===== src/rtl/guess_game_param.sv =====
// ============================================================================
// Module      : guess_game_param
// Description : Number-guessing game core: free-running secret counter,
//               edge-detected guess entry with a bounded attempt budget,
//               registered over/under/equal LEDs and win/lose flags.
//               Optional macro GUESS_RESTART_EN: a press in a terminal state
//               starts a new round.
// Revision    : 1.0 - initial release
// ============================================================================
`default_nettype none

module guess_game_param #(
    parameter int WIDTH     = 8,
    parameter int MAX_TRIES = 8,
    parameter int TW        = $clog2(MAX_TRIES + 1)
) (
    input  logic             clk,
    input  logic             reset,
    input  logic             enter,
    input  logic [WIDTH-1:0] guess,
    output logic [WIDTH-1:0] actual,
    output logic             dp_over,
    output logic             dp_under,
    output logic             dp_equal,
    output logic [TW-1:0]    tries,
    output logic             game_won,
    output logic             game_lost
);

    typedef enum logic [2:0] {
        S_GEN   = 3'd0,
        S_CHECK = 3'd1,
        S_WAIT  = 3'd2,
        S_WON   = 3'd3,
        S_LOST  = 3'd4
    } state_t;

    localparam logic [TW-1:0] LAST_TRY = TW'(MAX_TRIES);

    state_t           state_q, state_d;
    logic [WIDTH-1:0] actual_q, actual_d;
    logic [WIDTH-1:0] guess_q, guess_d;
    logic [TW-1:0]    tries_q, tries_d;
    logic             over_q, over_d;
    logic             under_q, under_d;
    logic             equal_q, equal_d;
    logic             enter_q;
    logic             press;
    logic [TW-1:0]    tries_inc;

    assign press     = enter & ~enter_q;
    assign tries_inc = tries_q + 1'b1;

    // enter_q resets high so a button held through reset release is not a press
    always_ff @(posedge clk or posedge reset) begin
        if (reset) begin
            state_q  <= S_GEN;
            actual_q <= '0;
            guess_q  <= '0;
            tries_q  <= '0;
            over_q   <= 1'b0;
            under_q  <= 1'b0;
            equal_q  <= 1'b0;
            enter_q  <= 1'b1;
        end else begin
            state_q  <= state_d;
            actual_q <= actual_d;
            guess_q  <= guess_d;
            tries_q  <= tries_d;
            over_q   <= over_d;
            under_q  <= under_d;
            equal_q  <= equal_d;
            enter_q  <= enter;
        end
    end

    always_comb begin
        state_d  = state_q;
        actual_d = actual_q;
        guess_d  = guess_q;
        tries_d  = tries_q;
        over_d   = over_q;
        under_d  = under_q;
        equal_d  = equal_q;
        case (state_q)
            S_GEN: begin
                if (press) begin
                    guess_d = guess;
                    state_d = S_CHECK;
                end else begin
                    actual_d = actual_q + 1'b1;
                end
            end
            S_CHECK: begin
                over_d  = (guess_q > actual_q);
                under_d = (guess_q < actual_q);
                equal_d = (guess_q == actual_q);
                tries_d = tries_inc;
                // a correct final guess wins rather than loses
                if (guess_q == actual_q) begin
                    state_d = S_WON;
                end else if (tries_inc == LAST_TRY) begin
                    state_d = S_LOST;
                end else begin
                    state_d = S_WAIT;
                end
            end
            S_WAIT: begin
                if (press) begin
                    guess_d = guess;
                    state_d = S_CHECK;
                end
            end
            S_WON, S_LOST: begin
`ifdef GUESS_RESTART_EN
                // actual is kept; it resumes counting from its held value
                if (press) begin
                    state_d = S_GEN;
                    tries_d = '0;
                    over_d  = 1'b0;
                    under_d = 1'b0;
                    equal_d = 1'b0;
                end
`else
                state_d = state_q;
`endif
            end
            default: begin
                state_d = S_GEN;
            end
        endcase
    end

    assign actual    = actual_q;
    assign dp_over   = over_q;
    assign dp_under  = under_q;
    assign dp_equal  = equal_q;
    assign tries     = tries_q;
    assign game_won  = (state_q == S_WON);
    assign game_lost = (state_q == S_LOST);

endmodule

`default_nettype wire

===== config.mk =====
export PLATFORM = sky130hd
export DESIGN_NAME = guess_game_param
export DESIGN_NICKNAME = d
export VERILOG_FILES = /design/src/rtl/guess_game_param.sv
export SDC_FILE = /design/constraint.sdc
export NUM_CORES = 1
export LEC_CHECK = 0
export BUFFER_PORTS_ARGS = -buffer_cell sky130_fd_sc_hd__buf_2
export CORE_ASPECT_RATIO = 0.8
export CORE_UTILIZATION = 25
export CTS_BUF_LIST = sky130_fd_sc_hd__clkbuf_16
export CTS_CLUSTER_SIZE = 16
export DETAILED_ROUTE_END_ITERATION = 8
export PLACE_DENSITY = 0.41
export SLEW_MARGIN = 10
export SYNTH_ARGS = -nofsm -noshare
export SYNTH_HDL_FRONTEND = slang
export SYNTH_SLANG_ARGS = --single-unit
export TNS_END_PERCENT = 30

===== constraint.sdc =====
create_clock -name clk -period 3.85 [get_ports clk]
set_input_delay 0.5775 -clock clk [delete_from_list [all_inputs] [get_ports clk]]
set_output_delay 0.5775 -clock clk [all_outputs]
set_load 0.01 [all_outputs]

## Yosys cells after proc, flatten, opt, wreduce, memory -nomap -nowiden

Index checks and enable logic that the tools add are counted.

| operators by class | value |
|---|---|
| add/subtract/negate cells | 2 |
| $lt $le $gt $ge | 2 |
| eq/ne operators | 7 |
| muxes and demuxes | 4 |
| bitwise gates (word level) | 4 |
| reduce and logical (&&, ||, !) cells | 6 |

Operators with widths:

| cell | count |
|---|---|
| 2-to-1 mux 3 bit | 3 |
| one-hot mux 3 bit (3 select lines) | 1 |
| adder 8 x 1 -> 8 bit, second input constant | 1 |
| equality test 8 bit | 1 |
| greater-than comparator 8 bit | 1 |
| < comparator 8 bit | 1 |
| equality test 3 x 2 -> 1 bit, second input constant | 2 |
| AND reduction 2 bit | 3 |
| adder 4 x 1 -> 4 bit, second input constant | 1 |
| equality test 4 bit, second input constant | 1 |
| OR reduction 2 bit | 2 |
| equality test 3 x 1 -> 1 bit, second input constant | 1 |
| equality test 3 bit, second input constant | 1 |
| logical NOT 3 bit | 1 |
| inverter 1 bit | 3 |
| inequality test 2 x 1 -> 1 bit, second input constant | 1 |
| AND 1 bit | 1 |

| word-level totals | value |
|---|---|
| register bits | 27 |
| output and inout bits | 17 |

## Logic depth before layout (Yosys ltp)

Gate-level depths: netlist of run 1.

| depth | value |
|---|---|
| depth after elaboration | 5 |
| depth in mapped cells | 6 |
| mapped depth without buffers | 6 |

## Worst setup path after synthesis of run 1

No wires, ideal clock.

| timing path | value |
|---|---|
| path kind | reg-to-reg |
| start point | register actual_q[5], in the netlist actual[5] |
| end point | register state_q[0] |
| data arrival time | 1.404 ns |
| required time | 3.751 ns |
| setup slack | 2.346 ns |
| cell stages (with the launch flop) | 7 |
| buffers on the path | 0 |
| cell sequence | dfrtp_1 inv_1 ha_1 nand4_1 nor2_1 nand2_2 a311oi_1 |

| on the way | value |
|---|---|
| word-level cells in the longest chain between the ends | 3 |

Ends and longest elaborated chain:

| element | RTL line | source |
|---|---|---|
| from (decl) | 41 | `logic [WIDTH-1:0] actual_q, actual_d;` |
| from (signal assigned) | 67 | `actual_q <= actual_d;` |
| equality test 8 bit | 100 | `if (guess_q == actual_q) begin` |
| 2-to-1 mux 3 bit | 100 |  |
| one-hot mux 3 bit (3 select lines) | 85 | `case (state_q)` |
| to (signal assigned) | 66 | `state_q <= state_d;` |
| to (decl) | 40 | `state_t state_q, state_d;` |

No other way between the ends.
A chain may end at the register's enable or synchronous reset.

## Worst setup path in the final report of run 1

| timing path | value |
|---|---|
| start point | register state_q[2] |
| end point | output game_lost |

| on the way | value |
|---|---|
| word-level cells in the longest chain between the ends | 1 |

Ends and longest elaborated chain:

| element | RTL line | source |
|---|---|---|
| equality test 3 bit | 140 | `assign game_lost = (state_q == S_LOST);` |
| to (decl) | 27 | `output logic game_lost` |

No other way between the ends.

==> results.yml, run 1 <==
status:
  outcome: "complete, but fails checks"
  violations: "DRC"
synthesis:
  ys_ff_latch: 27
  synthCells: 117
  synth_cell_types: 30
  ys_warn_count: 0
  ys_seq_area_share_pct: 49.82
  synthArstFlopShare_pct: 100.0
  synth_enable_flop_cells: 0
  syn-num-nets: 138
  syn_area_per_cell_um2: 11.61
  mappedNetlistArea_um2: 1359
  ys.flop_type: "dfrtp_1"
timing:
  finalMaxSlewViolations: 0
  tns_ns: 0
  hold_viol: 0
  worst_pin_slew_ns: 1.027
  fin_worst_skew_ns: 0.001999
  fin_crit_sh_pct: 50.18
  max_freq_mhz: 517.7
  finalSetupViolCount: 0
  max_slew_margin_pct: 31.48
  rsz0062_at_grt: "false"
  min_period_ns: 1.932
floorplanning:
  die_y_um: 67.94
  ios: 28
  coreArea_um2: 5122
  dieArea_um2: 5736
  start_util_pct: 26.53
  fp-row-count: 23
  die_w_um: 84.43
routing:
  dr.first_iter.drc_count: 53
  route.detailed.wl_per_inst_um: 12.25
  via_count: 924
  routed_via_density: 4.442
  drtPass1Iterations: 7
  drc_errors: 2
  routed_wl_um: 2548
  drtAntennaViolNets: 0
worst_hold_path:
  min_path_type: "input port to flop"
  min_from: "enter"
cts:
  cts-buffers-inserted: 3
  clockBufferDepth: 2
  cts_tree: "yes"
  ctsHoldBuffers: 0
  post-cts-setup-buffer-count: 0
  root_buffer: "clkbuf_16"
  cts.sinks: 27
  h-tree-depth: 1
  cts.reportedPaths.clkPinSlew_ns: 0.07
  clock_latency_ns: 0.26
  postCtsResizedCells: 0
setup_path:
  critPathRequiredTime_ns: 3.27
  path_max_fanout: 7
  worst_setup_path_start_kind: "flop"
  crit_arrival_ns: 1.35
  startpoint: "state_q[2]"
  r2r-start: "state_q[0]"
  end_kind: "primary output"
  r2r_setup_slack_ns: 2.19
  worstSetupPathType: "flop to primary output"
cells_and_area:
  mostFrequentLayoutCells: "buf_2 (27), dfrtp_1 (26), inv_1 (12)"
  area_growth_syn_to_layout_pct: 19.89
  drive_gt1_share_pct: 30.14
  layout_commonest_cell: "buf_2"
  utilization_pct: 31.80
  nets: 168
  num_antenna_cells: 0
place:
  gp_congestion: 0.7067
  dp_hpwl_um: 1959
  place.port_buffers: 27
flow_run:
  drv_cap: 0
power:
  p_per_area_nw_per_um2: 402.9
  ir_drop_mv: 0.1549
  power.leakage_nw: 0.7610
grt:
  grt_util_all_layers_pct: 10.43
  grt_pass1_wl_um: 4581
  grt_pass1_vias: 958
  antenna_found_initial: 0
  gr-total-overflow: 0
  grt_max_degree: 28
-- report_power, final --
| group | leakage (nW) | switching (mW) | total (mW) | internal [mW] |
|---|---|---|---|---|
| combinational | 0.382 | 0.0465 | 0.0941 | 0.0476 |
| sequential | 0.338 | 0.0174 | 0.328 | 0.311 |
| clock | 0.0409 | 0.0940 | 0.234 | 0.140 |
| total | 0.761 | 0.158 | 0.656 | 0.498 |
-- final timing paths --
path                              endpoint  cells past startpoint
worst max-delay path             game_lost                      2
worst min-delay path               enter_q                      1
worst max register to register     dp_over                      3
worst min register to register   actual[6]                      1
max in group asynchronous        actual[6]                      2
min in group asynchronous       guess_q[0]                      2
-- cell usage after synthesis, types with 3 or more instances --
| cell | instances | share of area [%] |
|---|---|---|
| a21oi_1 | 5 | 1.8 |
| dfrtp_1 | 26 | 48 |
| ha_1 | 10 | 9.2 |
| inv_1 | 12 | 3.3 |
| mux2_2 | 8 | 6.6 |
| nand2_1 | 9 | 2.5 |
| nand4_1 | 4 | 1.8 |
| nor2_1 | 4 | 1.1 |
| o21ai_0 | 4 | 1.5 |
| xnor2_1 | 8 | 5.2 |
| xor2_1 | 3 | 1.9 |
-- sequential cells by signal, indices dropped and copies added (netlist names) --
register and count:
dp_equal 1, guess_q 8, state_q 3, dp_under 1, tries 4, enter_q 1
actual 8, dp_over 1
-- per-stage QoR --
stage          hold slack [ns]  instances  worst slack (ns)  power (mW)  cell area (µm²)
2_1_floorplan           0.4849        117             2.346      0.3964             1359
3_3_place_gp            0.4896        204             2.144      0.4248             1549
3_5_place_dp            0.4887        204             2.103      0.4282             1549
4_1_cts                 0.4288        208             1.912      0.6690             1629
5_1_grt                 0.4255        208             1.830      0.6997             1629
6_report                0.4353        208             1.918      0.6564             1629
-- metal layers --
layer | share of wire (%) | track usage, %
met5 | 0 | 0
met2 | 46 | 17.11
met3 | 3.8 | 3.257
met4 | 1.3 | 3.178
met1 | 49 | 13.39
-- final cells by class --
type                    instances  area, µm²
repair buffers                 27      135.1
inverters                      12      45.04
multi-input cells              76      614.3
clock inverters                 1      5.005
fillers                       536       3493
well taps                      62      77.57
clock buffers                   3      75.07
flip-flops and latches         27      676.9
-- kinds of logic after synthesis --
logic type | synth area share, %
buffers and inverters | 4.972
xor gates and xnor gates | 7.091
DFF | 49.82
adders and majority gates | 9.208
AOI/OAI and AO/OA | 7.459
and+or+nand+nor | 14.82
muxes | 6.630
-- worst max-delay path, stage by stage (launching register included) --
cell and delay, ns:
dfrtp_1 0.57, nor3b_1 0.34, buf_2 0.20
No activity file was read; power rests on OpenSTA's default activity.
==> inputs of run 2 (changes only) <==
- ABC_AREA: default -> 1
- PLACE_DENSITY: 0.41 -> 0.42
- clock period: 3.85 -> 1.7 ns (I/O delays scaled with it)
==> run 2 against run 1 <==
  * The run now ends clean
  * Register-to-register slack lost 2.0 ns
  * Worst hold slack worse by 0.39 ns
  * Clock-buffer cell count unchanged
  * Via count is 31% higher
  * Final area is 9.9% higher
  * Sequential share of layout area shrank 3.7 points
  * Synthesized cell count is 60% higher
  * Worst setup slack worse by 1.7 ns
  * Critical path type is now flop to flop
==> results.yml, run 2 <==
grt:
  grt_util_met1_pct: 17.06
  grt_util_all_layers_pct: 11.77
  gr-total-overflow: 0
  grtUsageMet2_pct: 16.67
  grtUsageMet3_pct: 2.955
  grt_pass1_wl_um: 5464
  grt_max_degree: 28
  grt_pass1_vias: 1118
  antenna_found_initial: 0
  grt_busiest_layer: "met1"
setup_path:
  path_max_fanout: 5
  reg2reg_depth: 7
  crit_end: "dp_over"
  worst_setup_path_start_kind: "flop"
  critPathRequiredTime_ns: 1.85
  crit_arrival_ns: 1.62
  r2r_end: "dp_over"
  r2r-start: "actual[3]"
  end_kind: "flop"
  startpoint: "actual[3]"
  worstSetupPathType: "flop to flop"
  r2r_setup_slack_ns: 0.23
cts:
  cts-buffers-inserted: 3
  ctsHoldBuffers: 0
  root_buffer: "clkbuf_16"
  cts_tree: "yes"
  postCtsResizedCells: 0
  cts.reportedPaths.clkPinSlew_ns: 0.07
  h-tree-depth: 1
  clockBufferDepth: 2
  clock_latency_ns: 0.26
  post-cts-setup-buffer-count: 0
  cts.sinks: 27
power:
  pwr-share-seq_pct: 52.0
  p_clk_share_pct: 43.2
  p_per_area_nw_per_um2: 699.8
  ir_drop_mv: 0.3263
  power.leakage_nw: 1.026
  p_sw_uw: 265.8
  switching_share_pct: 21.22
  p_int_uw: 987.1
  pwr-share-comb_pct: 4.8
  p_total_mw: 1.253
status:
  outcome: "complete, no violations"
routing:
  routed_via_density: 4.047
  routed_wl_um: 3169
  drtPass1Iterations: 4
  drtAntennaViolNets: 0
  route.detailed.wl_per_inst_um: 10.63
  dr.first_iter.drc_count: 85
  via_count: 1206
  drc_errors: 0
synthesis:
  synthArstFlopShare_pct: 100.0
  syn_area_per_cell_um2: 7.828
  synth_cell_types: 19
  synth_enable_flop_cells: 0
  mappedNetlistArea_um2: 1464
  ys_seq_area_share_pct: 46.24
  yosys-top-cells-count: "nand2_1 (73), dfrtp_1 (26), inv_1 (26)"
  yosysTopAreaCellShare_pct: 44.44
  ys.flop_type: "dfrtp_1"
  synth_area_leaders: "dfrtp_1 (44%), nand2_1 (19%), ha_1 (8.5%), inv_1 (6.7%), nand3_1 (4.8%)"
  ys_ff_latch: 27
  ys_warn_count: 0
  syn-num-nets: 208
  post-synth-top-count-cell: "nand2_1"
  synth_top_area_cell: "dfrtp_1"
  synthCells: 187
timing:
  worst_pin_slew_ns: 0.4267
  finalSetupViolCount: 0
  fin_worst_skew_ns: 0.006641
  max_freq_mhz: 682.6
  rsz0062_at_grt: "false"
  finalMaxSlewViolations: 0
  fin_crit_sh_pct: 86.18
  max_slew_margin_pct: 71.45
  tns_ns: 0
  min_period_ns: 1.465
  hold_viol: 0
floorplanning:
  dieArea_um2: 6168
  die_w_um: 87.56
  ios: 28
  coreArea_um2: 5555
  start_util_pct: 26.35
  fp-row-count: 24
  die_y_um: 70.45
cells_and_area:
  area_growth_syn_to_layout_pct: 22.31
  layout_commonest_cell: "nand2_1"
  fill_cells: 606
  num_antenna_cells: 0
  drive_gt1_share_pct: 19.55
  ff_latch_area_um2: 676.9
  nets: 242
  mostFrequentLayoutCells: "nand2_1 (73), buf_2 (27), inv_1 (26), dfrtp_1 (26), nand3_1 (14)"
  multi_input_area_um2: 669.4
flow_run:
  drv_cap: 0
place:
  dp_hpwl_um: 2460
  gp_congestion: 0.7853
  place.port_buffers: 27
worst_hold_path:
  min_path_type: "input port to async pin"
## run 2: cell types whose count changed after synthesis, sizes merged, moves of 3 or more
cell   delta
mux2      -8
nand2    +65
nor2      +8
nor3b     -3
xnor2     -7
inv      +15
nand3    +13
## run 2: power groups by stage
stage	clock network, mW	registers (mW)	logic [mW]
after detailed placement	0	0.664	0.0619
after CTS	0.573	0.652	0.0620
after floorplan	0	0.666	0.0306
after global routing	0.593	0.653	0.0698
final	0.541	0.652	0.0598
after global placement	0	0.664	0.0621
## run 2: final cells by class
class                      count  area share (%)
tap                           78           5.451
clock buffer                   3           4.193
clock inverter                 1          0.2795
sequential                    27           37.81
timing repair buffer          31           9.224
multi-input combinational    131           37.39
inverter                      27           5.660
## run 2: cells by family (layout without fill, tap and decap cells)
group / count (synthesis) / count (layout) / synth area share (%)
AND/OR/NAND/NOR: 105 / 105 / 30.17
XOR/XNOR: 6 / 6 / 3.590
AO/OA/AOI/OAI: 10 / 10 / 3.418
adder cells (fa/ha/maj): 10 / 10 / 8.547
buffers and inverters: 29 / 62 / 8.033
flip-flops: 27 / 27 / 46.24
## run 2: worst max-delay path, cell delays in order (launching register included)
cell and delay, ns:
dfrtp_1 0.43, inv_1 0.09, ha_1 0.30, nand2_1 0.06, nor2_1 0.16, nand3_1 0.17
nand2_1 0.10, a21oi_1 0.04
## run 2: worst min-delay path by stage
stage           endpoint  slack [ns]  cells past startpoint
4_1_cts        actual[5]        0.06                      3
6_report       actual[5]        0.05                      3
3_5_place_dp   actual[5]        0.35                      3
3_3_place_gp   actual[5]        0.35                      3
5_1_grt        actual[5]        0.09                      3
2_1_floorplan    enter_q        0.26                      0
## run 2: metal layers
layer,vias to the layer above,routed length (µm)
met2,18,1306
met4,0,44
li1,655,-
met3,4,107
met1,529,1711
met5,-,0
## run 2: per-stage QoR
stage / util, % / std cells / hold slack, ns / area, µm² / setup WS (ns)
after floorplan: - / 187 / 0.2595 / 1464 / 0.3802
after global placement: 30.79 / 294 / 0.3491 / 1710 / 0.2412
after detailed placement: 30.79 / 294 / 0.3515 / 1710 / 0.2202
after CTS: 32.23 / 298 / 0.06022 / 1790 / 0.2121
after global routing: 32.23 / 298 / 0.08935 / 1790 / 0.07775
final: 32.23 / 298 / 0.04718 / 1790 / 0.2349
==> inputs of run 3 (changes only) <==
- CORE_MARGIN: default -> 3
- PLACE_DENSITY: 0.42 -> default
- PLACE_DENSITY_LB_ADDON: default -> 0.12
==> run 3 against run 2 <==
  * Worst setup slack worse by 0.012 ns
  * Largest power group unchanged
  * Flip-flop and latch count is the same
  * Largest cell class unchanged
  * First-iteration DRC count down 32%
  * Die area rose by 11%
  * Maximum frequency is 0.82% lower
==> results.yml, run 3 (same netlist as run 2, synthesis figures left out) <==
floorplanning:
  dieArea_um2: 6816
  die_y_um: 74.45
  start_util_pct: 26.35
  ios: 28
  coreArea_um2: 5555
  die_w_um: 91.56
  fp-row-count: 24
cts:
  clockBufferDepth: 2
  cts-buffers-inserted: 3
  postCtsResizedCells: 0
  cts.sinks: 27
  root_buffer: "clkbuf_16"
  cts.reportedPaths.clkPinSlew_ns: 0.07
  h-tree-depth: 1
  cts_tree: "yes"
  post-cts-setup-buffer-count: 0
  clock_latency_ns: 0.26
  ctsHoldBuffers: 0
setup_path:
  crit_arrival_ns: 1.63
  crit_end: "actual[2]"
  r2r_setup_slack_ns: 0.22
  r2r-start: "state_q[1]"
  startpoint: "state_q[1]"
  worst_setup_path_start_kind: "flop"
  worstSetupPathType: "flop to flop"
  r2r_end: "actual[2]"
  critPathRequiredTime_ns: 1.85
  reg2reg_depth: 5
  path_max_fanout: 12
  end_kind: "flop"
grt:
  antenna_found_initial: 0
  grt_max_degree: 28
  grt_pass1_wl_um: 5540
  grt_util_all_layers_pct: 10.36
  gr-total-overflow: 0
  grt_pass1_vias: 1151
timing:
  finalMaxSlewViolations: 0
  min_period_ns: 1.477
  worst_slack_ns: 0.2229
  worst_pin_slew_ns: 0.5390
  rsz0062_at_grt: "false"
  tns_ns: 0
  finalSetupViolCount: 0
  fin_worst_skew_ns: 0.001922
  hold_viol: 0
  max_freq_mhz: 677.0
  fin_crit_sh_pct: 86.89
  max_slew_margin_pct: 64.03
cells_and_area:
  nets: 242
  utilization_pct: 32.21
  area_growth_syn_to_layout_pct: 22.22
  finalInstanceArea_um2: 1789
  mostFrequentLayoutCells: "nand2_1 (73), inv_1 (27), buf_2 (27)"
  drive_gt1_share_pct: 19.09
  num_antenna_cells: 0
  layout_commonest_cell: "nand2_1"
routing:
  drc_errors: 0
  dr.first_iter.drc_count: 58
  routed_wl_um: 3222
  route.detailed.wl_per_inst_um: 10.81
  drtPass1Iterations: 4
  routed_via_density: 4.013
  via_count: 1196
  drtAntennaViolNets: 0
power:
  p_total_mw: 1.253
  pwr-share-seq_pct: 52.0
  p_int_uw: 984.8
  power.leakage_nw: 1.027
  pwr-share-comb_pct: 4.7
  p_per_area_nw_per_um2: 700.2
  p_sw_uw: 268.1
  switching_share_pct: 21.40
  p_clk_share_pct: 43.2
  ir_drop_mv: 0.4119
place:
  dp_hpwl_um: 2479
  place.port_buffers: 27
  post-place-ws_ns: 0.2308
  gp_congestion: 0.7233
  placed_area_um2: 1710
worst_hold_path:
  min_path_type: "input port to async pin"
flow_run:
  drv_cap: 0
status:
  outcome: "complete, no violations"
[run 3: power by group through the flow]
stage               combinational, mW  sequential, mW  clock [mW]
detailed placement             0.0610           0.664           0
global placement               0.0619           0.665           0
finish                         0.0592           0.652       0.542
floorplan                      0.0306           0.666           0
CTS                            0.0612           0.652       0.566
global route                   0.0702           0.652       0.592
[run 3: worst min-delay path by stage]
stage / end / slack [ns] / from
after floorplan: enter_q / 0.26 / enter
after global placement: actual[7] / 0.35 / reset
after detailed placement: actual[7] / 0.34 / reset
after CTS: actual[4] / 0.06 / reset
after global routing: actual[6] / 0.1 / reset
final: actual[7] / 0.04 / reset
[run 3: critical path, cell delays in order (launching register included)]
cell	delay [ns]
dfrtp_1	0.44
nor2_2	0.14
nand2_1	0.07
nor2_2	0.42
nand2_1	0.12
xor2_1	0.17
[run 3: cell type report]
class	count	area (µm²)
fill	602	3766
sequential	27	676.9
multi-input combinational	131	669.4
timing repair buffer	31	165.2
inverter	27	101.3
tap	78	97.59
clock buffer	3	75.07
clock inverter	1	3.754
[run 3: metal layers]
layer / wire length, µm / track usage [%] / part of all wire, %
met1: 1714 / 14.88 / 53
met2: 1373 / 15.55 / 43
met3: 119 / 2.528 / 3.7
met4: 15 / 3.010 / 0.47
met5: 0 / 0 / 0
[run 3: stage by stage]
stage | hold WS, ns | std cells
3_5_place_dp | 0.3426 | 294
5_1_grt | 0.09592 | 298
3_3_place_gp | 0.3473 | 294
2_1_floorplan | 0.2595 | 187
6_report | 0.04293 | 298
4_1_cts | 0.06210 | 298
